### config.mk
export PLATFORM = sky130hd
export DESIGN_NAME = wb_arbiter
export DESIGN_NICKNAME = d
export VERILOG_FILES = /design/src/rtl/wb_arbiter.sv
export SDC_FILE = /design/constraint.sdc
export NUM_CORES = 1
export LEC_CHECK = 0
export BUFFER_PORTS_ARGS = -buffer_cell sky130_fd_sc_hd__buf_4
export CAP_MARGIN = 40
export CORE_UTILIZATION = 50
export CTS_BUF_LIST = sky130_fd_sc_hd__clkbuf_8 sky130_fd_sc_hd__clkbuf_16
export DETAILED_ROUTE_END_ITERATION = 10
export PLACE_DENSITY = 0.84
export SLEW_MARGIN = 20
export SYNTH_ARGS = -nofsm -noshare
export SYNTH_HDL_FRONTEND = slang
export SYNTH_SLANG_ARGS = --single-unit
### constraint.sdc
create_clock -name clk -period 3.05 [get_ports clk]
set_input_delay 0.915 -clock clk [delete_from_list [all_inputs] [get_ports clk]]
set_output_delay 0.915 -clock clk [all_outputs]
set_load 0.01 [all_outputs]
### src/rtl/wb_arbiter.sv
`default_nettype none
// ============================================================================
// Module   : wb_arbiter
// Purpose  : Register-file writeback arbiter. Merges the execute-path result
//            stream with data-memory load responses onto one register-file
//            write port. Load responses are buffered in a small FIFO. A
//            full FIFO always wins the port. A pending write to the same rd
//            in the FIFO blocks the execute path so that writes to one rd
//            land in program order. Writes to x0 are dropped.
// Config   : WB_ARB_RR_EN - when defined, an execute request that competes
//            with a non-full, non-empty FIFO is resolved round-robin.
//            Undefined (default): fixed priority, execute before queued
//            loads, with no round-robin state.
// Ports    : clk, rst           - clock (rising edge), async active-high reset
//            ex_valid/rd/data   - execute-path writeback request
//            ex_ready           - execute request granted (or dropped) now
//            ld_valid/rd/data   - load response into the FIFO
//            ld_ready           - FIFO not full (registered occupancy only)
//            rf_we/waddr/wdata  - registered register-file write port
//            ld_pending         - FIFO holds at least one load
// Revision : 1.0 - initial release
// ============================================================================

`ifndef REG_WIDTH
`define REG_WIDTH 32
`endif

module wb_arbiter #(
  parameter int DATA_W = `REG_WIDTH,
  parameter int DEPTH  = 2
) (
  input  logic              clk,
  input  logic              rst,
  input  logic              ex_valid,
  input  logic [4:0]        ex_rd,
  input  logic [DATA_W-1:0] ex_data,
  output logic              ex_ready,
  input  logic              ld_valid,
  input  logic [4:0]        ld_rd,
  input  logic [DATA_W-1:0] ld_data,
  output logic              ld_ready,
  output logic              rf_we,
  output logic [4:0]        rf_waddr,
  output logic [DATA_W-1:0] rf_wdata,
  output logic              ld_pending
);

  localparam int c_PTR_W = $clog2(DEPTH);
  localparam int c_CNT_W = c_PTR_W + 1;
  localparam logic [c_CNT_W-1:0] c_FULL = c_CNT_W'(DEPTH);

  // --------------------------------------------------------------------------
  // Load FIFO state
  // --------------------------------------------------------------------------
  logic [DATA_W-1:0]  data_mem_q [DEPTH];
  logic [4:0]         rd_mem_q   [DEPTH];
  logic [c_PTR_W-1:0] wptr_q, wptr_d;
  logic [c_PTR_W-1:0] rptr_q, rptr_d;
  logic [c_CNT_W-1:0] count_q, count_d;

  // Registered write port
  logic              rf_we_q, rf_we_d;
  logic [4:0]        rf_waddr_q, rf_waddr_d;
  logic [DATA_W-1:0] rf_wdata_q, rf_wdata_d;

  logic w_full;
  logic w_empty;
  logic w_push;
  logic w_pop;
  logic w_ex_req;
  logic w_waw;
  logic w_grant_ex;
  logic w_grant_q;

  logic [c_PTR_W-1:0] w_slot_off  [DEPTH];
  logic [DEPTH-1:0]   w_slot_live;
  logic [DEPTH-1:0]   w_slot_waw;

`ifdef WB_ARB_RR_EN
  // Which requester gets the next contended cycle.
  typedef enum logic {
    RR_EX = 1'b0,
    RR_LD = 1'b1
  } rr_e;

  rr_e rr_q, rr_d;
`endif

  assign w_full   = (count_q == c_FULL);
  assign w_empty  = (count_q == '0);
  assign w_ex_req = ex_valid && (ex_rd != 5'd0);

  // Loads to x0 are acknowledged but never stored.
  assign w_push   = ld_valid && !w_full && (ld_rd != 5'd0);

  // --------------------------------------------------------------------------
  // WAW detection: a slot is live when its distance from the read pointer
  // (modulo DEPTH) is below the occupancy. Any live slot holding ex_rd blocks
  // the execute path.
  // --------------------------------------------------------------------------
  for (genvar g = 0; g < DEPTH; g++) begin : g_slot
    assign w_slot_off[g]  = c_PTR_W'(g) - rptr_q;
    assign w_slot_live[g] = ({1'b0, w_slot_off[g]} < count_q);
    assign w_slot_waw[g]  = w_slot_live[g] && (rd_mem_q[g] == ex_rd);
  end

  assign w_waw = w_ex_req && (|w_slot_waw);

  // --------------------------------------------------------------------------
  // Grant selection
  // --------------------------------------------------------------------------
  always_comb begin
    w_grant_ex = 1'b0;
    w_grant_q  = 1'b0;
`ifdef WB_ARB_RR_EN
    rr_d       = rr_q;
`endif
    if (w_full) begin
      // A full FIFO must drain or load responses would back up.
      w_grant_q = 1'b1;
    end else if (w_waw) begin
      // Older queued write to the same rd must land first; the FIFO is
      // necessarily non-empty here.
      w_grant_q = 1'b1;
    end else if (w_ex_req && !w_empty) begin
`ifdef WB_ARB_RR_EN
      if (rr_q == RR_LD) begin
        w_grant_q = 1'b1;
        rr_d      = RR_EX;
      end else begin
        w_grant_ex = 1'b1;
        rr_d       = RR_LD;
      end
`else
      w_grant_ex = 1'b1;
`endif
    end else if (w_ex_req) begin
      w_grant_ex = 1'b1;
    end else if (!w_empty) begin
      w_grant_q = 1'b1;
    end
  end

  assign w_pop = w_grant_q;

  // --------------------------------------------------------------------------
  // FIFO next state (push and pop may coincide)
  // --------------------------------------------------------------------------
  always_comb begin
    wptr_d  = wptr_q;
    rptr_d  = rptr_q;
    count_d = count_q;
    if (w_push) begin
      wptr_d = wptr_q + c_PTR_W'(1);
    end
    if (w_pop) begin
      rptr_d = rptr_q + c_PTR_W'(1);
    end
    unique case ({w_push, w_pop})
      2'b10:   count_d = count_q + c_CNT_W'(1);
      2'b01:   count_d = count_q - c_CNT_W'(1);
      default: count_d = count_q;
    endcase
  end

  // --------------------------------------------------------------------------
  // Write-port next state
  // --------------------------------------------------------------------------
  always_comb begin
    rf_we_d    = w_grant_ex || w_grant_q;
    rf_waddr_d = rf_waddr_q;
    rf_wdata_d = rf_wdata_q;
    if (w_grant_ex) begin
      rf_waddr_d = ex_rd;
      rf_wdata_d = ex_data;
    end else if (w_grant_q) begin
      rf_waddr_d = rd_mem_q[rptr_q];
      rf_wdata_d = data_mem_q[rptr_q];
    end
  end

  // --------------------------------------------------------------------------
  // State registers
  // --------------------------------------------------------------------------
  always_ff @(posedge clk or posedge rst) begin
    if (rst) begin
      wptr_q     <= '0;
      rptr_q     <= '0;
      count_q    <= '0;
      rf_we_q    <= 1'b0;
      rf_waddr_q <= '0;
      rf_wdata_q <= '0;
    end else begin
      wptr_q     <= wptr_d;
      rptr_q     <= rptr_d;
      count_q    <= count_d;
      rf_we_q    <= rf_we_d;
      rf_waddr_q <= rf_waddr_d;
      rf_wdata_q <= rf_wdata_d;
    end
  end

`ifdef WB_ARB_RR_EN
  always_ff @(posedge clk or posedge rst) begin
    if (rst) begin
      rr_q <= RR_EX;
    end else begin
      rr_q <= rr_d;
    end
  end
`endif

  // Storage is qualified by occupancy, so it needs no reset.
  always_ff @(posedge clk) begin
    if (w_push) begin
      data_mem_q[wptr_q] <= ld_data;
      rd_mem_q[wptr_q]   <= ld_rd;
    end
  end

  // --------------------------------------------------------------------------
  // Outputs
  // --------------------------------------------------------------------------
  assign ex_ready   = !ex_valid || (ex_rd == 5'd0) || w_grant_ex;
  assign ld_ready   = !w_full;
  assign ld_pending = !w_empty;
  assign rf_we      = rf_we_q;
  assign rf_waddr   = rf_waddr_q;
  assign rf_wdata   = rf_wdata_q;

endmodule

`default_nettype wire

# [Yosys cells after proc, flatten, opt, wreduce, memory -nomap -nowiden]
# Memory sizes are Yosys's and may differ from the RTL's.
# Cells that the tools add are included.
[word_totals] n_memories=2 ff_bits=42 elab_cells=57 out_inout_bits=41 mem_bits_rw=74
[classes] n_mux=16 n_lt_le_gt_ge=2 add_sub_neg=6 eq_ne=5 reduce_logical=20
[memory_table] memory="data_mem_q" depth=2 width=32 read_ports=1 rd_clocked_by_memory_dff=0 wr=1 line="55" source="logic [DATA_W-1:0] data_mem_q [DEPTH];"
[memory_table] memory="rd_mem_q" depth=2 width=5 read_ports=3 rd_clocked_by_memory_dff=0 wr=1 line="56" source="logic [4:0] rd_mem_q [DEPTH];"
[ops] cell="2-to-1 mux 32 bit" count=2
[ops] cell="2-to-1 mux 1 bit" count=11
[ops] cell="== test 5 bit" count=2
[ops] cell="2-to-1 mux 5 bit" count=2
[ops] cell="nonzero test 5 bit" count=2
[ops] cell="logical AND 1 bit" count=7
[ops] cell="logical NOT 5 bit" count=1
[ops] cell="== test 2 bit (second input constant)" count=2
[ops] cell="< comparator 1 x 2 -> 1 bit" count=2
[ops] cell="case mux 2 bit (2 select lines)" count=1
[ops] cell="nonzero test 2 bit" count=2
[ops] cell="logical NOT 1 bit" count=3
[ops] cell="logical OR 1 bit" count=3
[ops] cell="adder 1 bit (second input constant)" count=2
[ops] cell="adder 2 x 1 -> 2 bit (second input constant)" count=1
[ops] cell="== test 2 x 1 -> 1 bit (second input constant)" count=1
[ops] cell="logical NOT 2 bit" count=1
[ops] cell="OR reduction 2 bit" count=1
[ops] cell="subtractor 1 bit (first input constant)" count=2
[ops] cell="subtractor 2 x 1 -> 2 bit (second input constant)" count=1

# [Logic depth before layout (Yosys ltp)]
[depth] ltp_word=9 depth_mapped=10

# [Worst setup path after synthesis]
# Ideal clock, no wire load.
[synth_path] path_kind="reg-to-reg" start="register count_q[1]" end="memory data_mem_q[0][0] (netlist bit), enable pin" path_stages_with_launch=7 arrival_ps=2771 required_ps=2619 path_slack_ps=-152 n_path_buf=2 cell_sequence="dfrtp_1 buf_2 nor2b_1 clkbuf_1 inv_1 o211ai_1 nor2_1"
[synth_between] elab_chain_len=6
[synth_lines] element="from (decl)" line="59" source="logic [c_CNT_W-1:0] count_q, count_d;"
[synth_lines] element="from (signal assigned)" line="196" source="count_q <= count_d;"
[synth_lines] element="== test 2 bit" line="89" source="assign w_full = (count_q == c_FULL);"
[synth_lines] element="logical NOT 1 bit"
[synth_lines] element="net ld_ready" line="41" source="output logic ld_ready,"
[synth_lines] element="logical AND 1 bit (2 in series)" line="94" source="assign w_push = ld_valid && !w_full && (ld_rd != 5'd0);"
[synth_lines] element="2-to-1 mux 1 bit" line="215" source="if (w_push) begin"
[synth_lines] element="2-to-1 mux 1 bit (implied by the code)" line="216" source="data_mem_q[wptr_q] <= ld_data;"
[synth_lines] element="to (decl)" line="55"
# The timed path passes the listed nets, and every way through them passes these cells.

# [Worst setup path after layout]
[layout_path] start="input port ex_rd[1]" end="output port ex_ready"
[layout_between] elab_chain_len=7 elab_cells_between_ends=16 cone_classes="eq/ne (2); mux (4); reduce/logical (10)"
[layout_lines] element="from (decl)" line="35" source="input logic [4:0] ex_rd,"
[layout_lines] element="nonzero test 5 bit / == test 5 bit (equally long branches)" line="91, 104"
[layout_lines] element="logical AND 1 bit, on equally long branches" line="91, 104"
[layout_lines] element="2-to-1 mux 1 bit (tied with other cells)" line="137" source="end else if (w_ex_req) begin"
[layout_lines] element="2-to-1 mux 1 bit / logical AND 1 bit (equally long branches)" line="125, 107"
[layout_lines] element="2-to-1 mux 1 bit" line="121" source="end else if (w_waw) begin"
[layout_lines] element="2-to-1 mux 1 bit" line="118" source="if (w_full) begin"
[layout_lines] element="logical OR 1 bit *" line="224" source="assign ex_ready = !ex_valid || (ex_rd == 5'd0) || w_grant_ex;"
[layout_lines] element="to (decl)" line="37" source="output logic ex_ready,"
# Mark *: on every way between the ends. The rest lies on a longest branch, timed or not.

==> flow_summary.ini <==
[run_status]
status = completed

[power]
powerDensity_nw_per_um2 = 1047
vdd_ir_drop_max_mv = 0.5876
p_leak_nw = 3.031
total_power_mw = 7.786

[logic_synthesis]
netlist_instances = 495
ys_types = 36
ys_seq_area_frac = 0.5701
synth_common_cells = edfxtp_1, nand2_1, dfrtp_1, nor2_1
synth_area_leaders = edfxtp_1, dfrtp_1, mux2i_1, nand2_1, nor3_1
yosysWarnings = 0
netlist.area_leader.share = 0.3870
synth_edf_count = 74
synth_nets = 574
synthArstFlopShare = 0.3621
ys.flop_type = edfxtp_1
synth.most_common_cell = edfxtp_1
synth_seq_cells = 116
synth_top_area_cell = edfxtp_1
synth.avg_cell_area_um2 = 11.60
syn-cell-area_um2 = 5742

[worst_setup_path]
end_kind = primary output
worstPathRequired_ns = 2.13
arrival_ns = 2.08
crit_type = input port to primary output
cp-start-kind = input port
cp_max_fo = 4

[route]
vias = 4458
via_per_inst = 5.905
drt-initial-drc-count = 345
drcViolationCount = 0
drtPass1Iterations = 5
ant_nets = 0
wl_per_cell_um = 19.26
totalWireLength_um = 14540

[timing]
fin_crit_ns = 2.991
timing.final.hold_violations = 0
worst_pin_slew_ns = 0.8146
holdWs_ns = 0.5725
fmax_ghz = 0.3344
tns_ns = 0
skew_ns = 0.008522
slew_violations = 0
slew_headroom = 0.4569
finalCritPeriodShare = 0.9805
final-setup-viol-count = 0
rsz0062_at_grt = no

[global_routing]
grt_antenna_before_repair = 0
grt_pass1_vias = 4556
grt_max_degree = 76
overflow = 0
grt_pass1_wl_um = 22940
grtUsageTotal = 0.2604

[floorplan]
start_util = 0.5205
rows = 38
core_um2 = 11030
die_w_um = 109.2
dieArea_um2 = 11920
io_pins = 119
die_h_um = 109.2

[clocking]
cts_resized = 0
post_cts_buffers = 0
clock_latency_ns = 0.41
cts-root-buf = clkbuf_16
clock_path_buffers = 2
cts_buffers = 17
cts_max_level = 4
cts_hold_buffers = 0
cts_sinks = 116
clk_transition_reported_paths_ns = 0.05
cts_tree = built

[layout]
fin_nets = 681
finish.cell_count_without_fillers = 755
antenna_cells = 0
synthToLayoutAreaGrowth_pct = 29.53
drive_above_1_share = 0.3333
final_cell_area_um2 = 7437

[placed_design]
dpl.cell_count = 723
placed_cell_area_um2 = 6782
dp.final_hpwl_um = 8891
finalWeightedCongestion = 0.8056
port-buffer-count = 118

[worst_hold_path]
min_path_type = flip-flop to flip-flop

[flow_run]
drv_cap = 0
[power breakdown]
part | internal [mW] | leakage, nW | switching [mW]
Clock | 1.53 | 0.337 | 0.659
Sequential | 2.23 | 1.15 | 0.298
Combinational | 1.33 | 1.54 | 1.73
Total | 5.10 | 3.03 | 2.69
[worst paths after layout]
| path | from | end | slack (ns) | depth (start not counted) |
|---|---|---|---|---|
| min in group asynchronous | rst | rf_wdata[20] | 0.67 | 3 |
| worst min register to register | wptr_q | wptr_q | 0.57 | 1 |
| worst min-delay path | wptr_q | wptr_q | 0.57 | 1 |
| worst max register to register | rptr_q | count_q[1] | 0.31 | 9 |
| worst max-delay path | ex_rd[1] | ex_ready | 0.06 | 5 |
| max in group asynchronous | rst | rptr_q | 1.94 | 3 |
[layout by cell type, fill, tap and decap left out, types with 17 or more instances in the layout]
cell type  count
nand2_1       60
nor2_1        40
mux2i_1       37
a21oi_1       17
buf_4        129
edfxtp_1      74
o21ai_0       21
clkbuf_16     17
dfrtp_1       40
nor3_1        37
[logic make-up (layout without fill, tap and decap cells)]
kind of cell,after synthesis,in the layout,synth area share
AO/OA/AOI/OAI,96,96,0.1297
adder cells (fa/ha/maj),1,1,0.002179
XOR/XNOR,15,15,0.02288
flip-flops,116,116,0.5701
AND/OR/NAND/NOR,162,162,0.1233
multiplexers,57,57,0.1116
buffers and inverters,48,168,0.04031
[critical path, stage by stage]
cell     delay [ns]
buf_4          0.13
or2_2          0.30
o41a_2         0.42
nand2_1        0.16
buf_4          0.15
[flip-flops by register name, indices dropped and copies added (netlist names)]
name and count:
count_q 2, data_mem_q 64, rd_mem_q 10, rf_waddr 5
rf_wdata 32, rf_we 1, rptr_q 1, wptr_q 1
[layout make-up]
type,instances,area [um^2]
Timing Repair Buffer,132,1044
Inverter,4,15.01
Sequential cell,116,3276
Clock buffer,18,439.2
Fill cell,787,3593
Clock inverter,14,216.5
Tap cell,140,175.2
Multi-Input combinational cell,331,2272
[metrics by stage]
step | worst slack (ns) | utilization
floorplan | -0.1522 | -
global placement | 0.06053 | 0.6098
detailed placement | -0.04618 | 0.6148
CTS | 0.09758 | 0.6742
global route | 0.06617 | 0.6742
finish | 0.05937 | 0.6742
[per-layer routing]
metal,vias up,track usage,share of wire
met4,0,0.1207,0.019
met5,-,0,0
met1,2186,0.3190,0.39
met2,205,0.4340,0.52
met3,24,0.06216,0.067
li1,2043,-,-
Note: power is estimated with default switching activity, not from simulation.
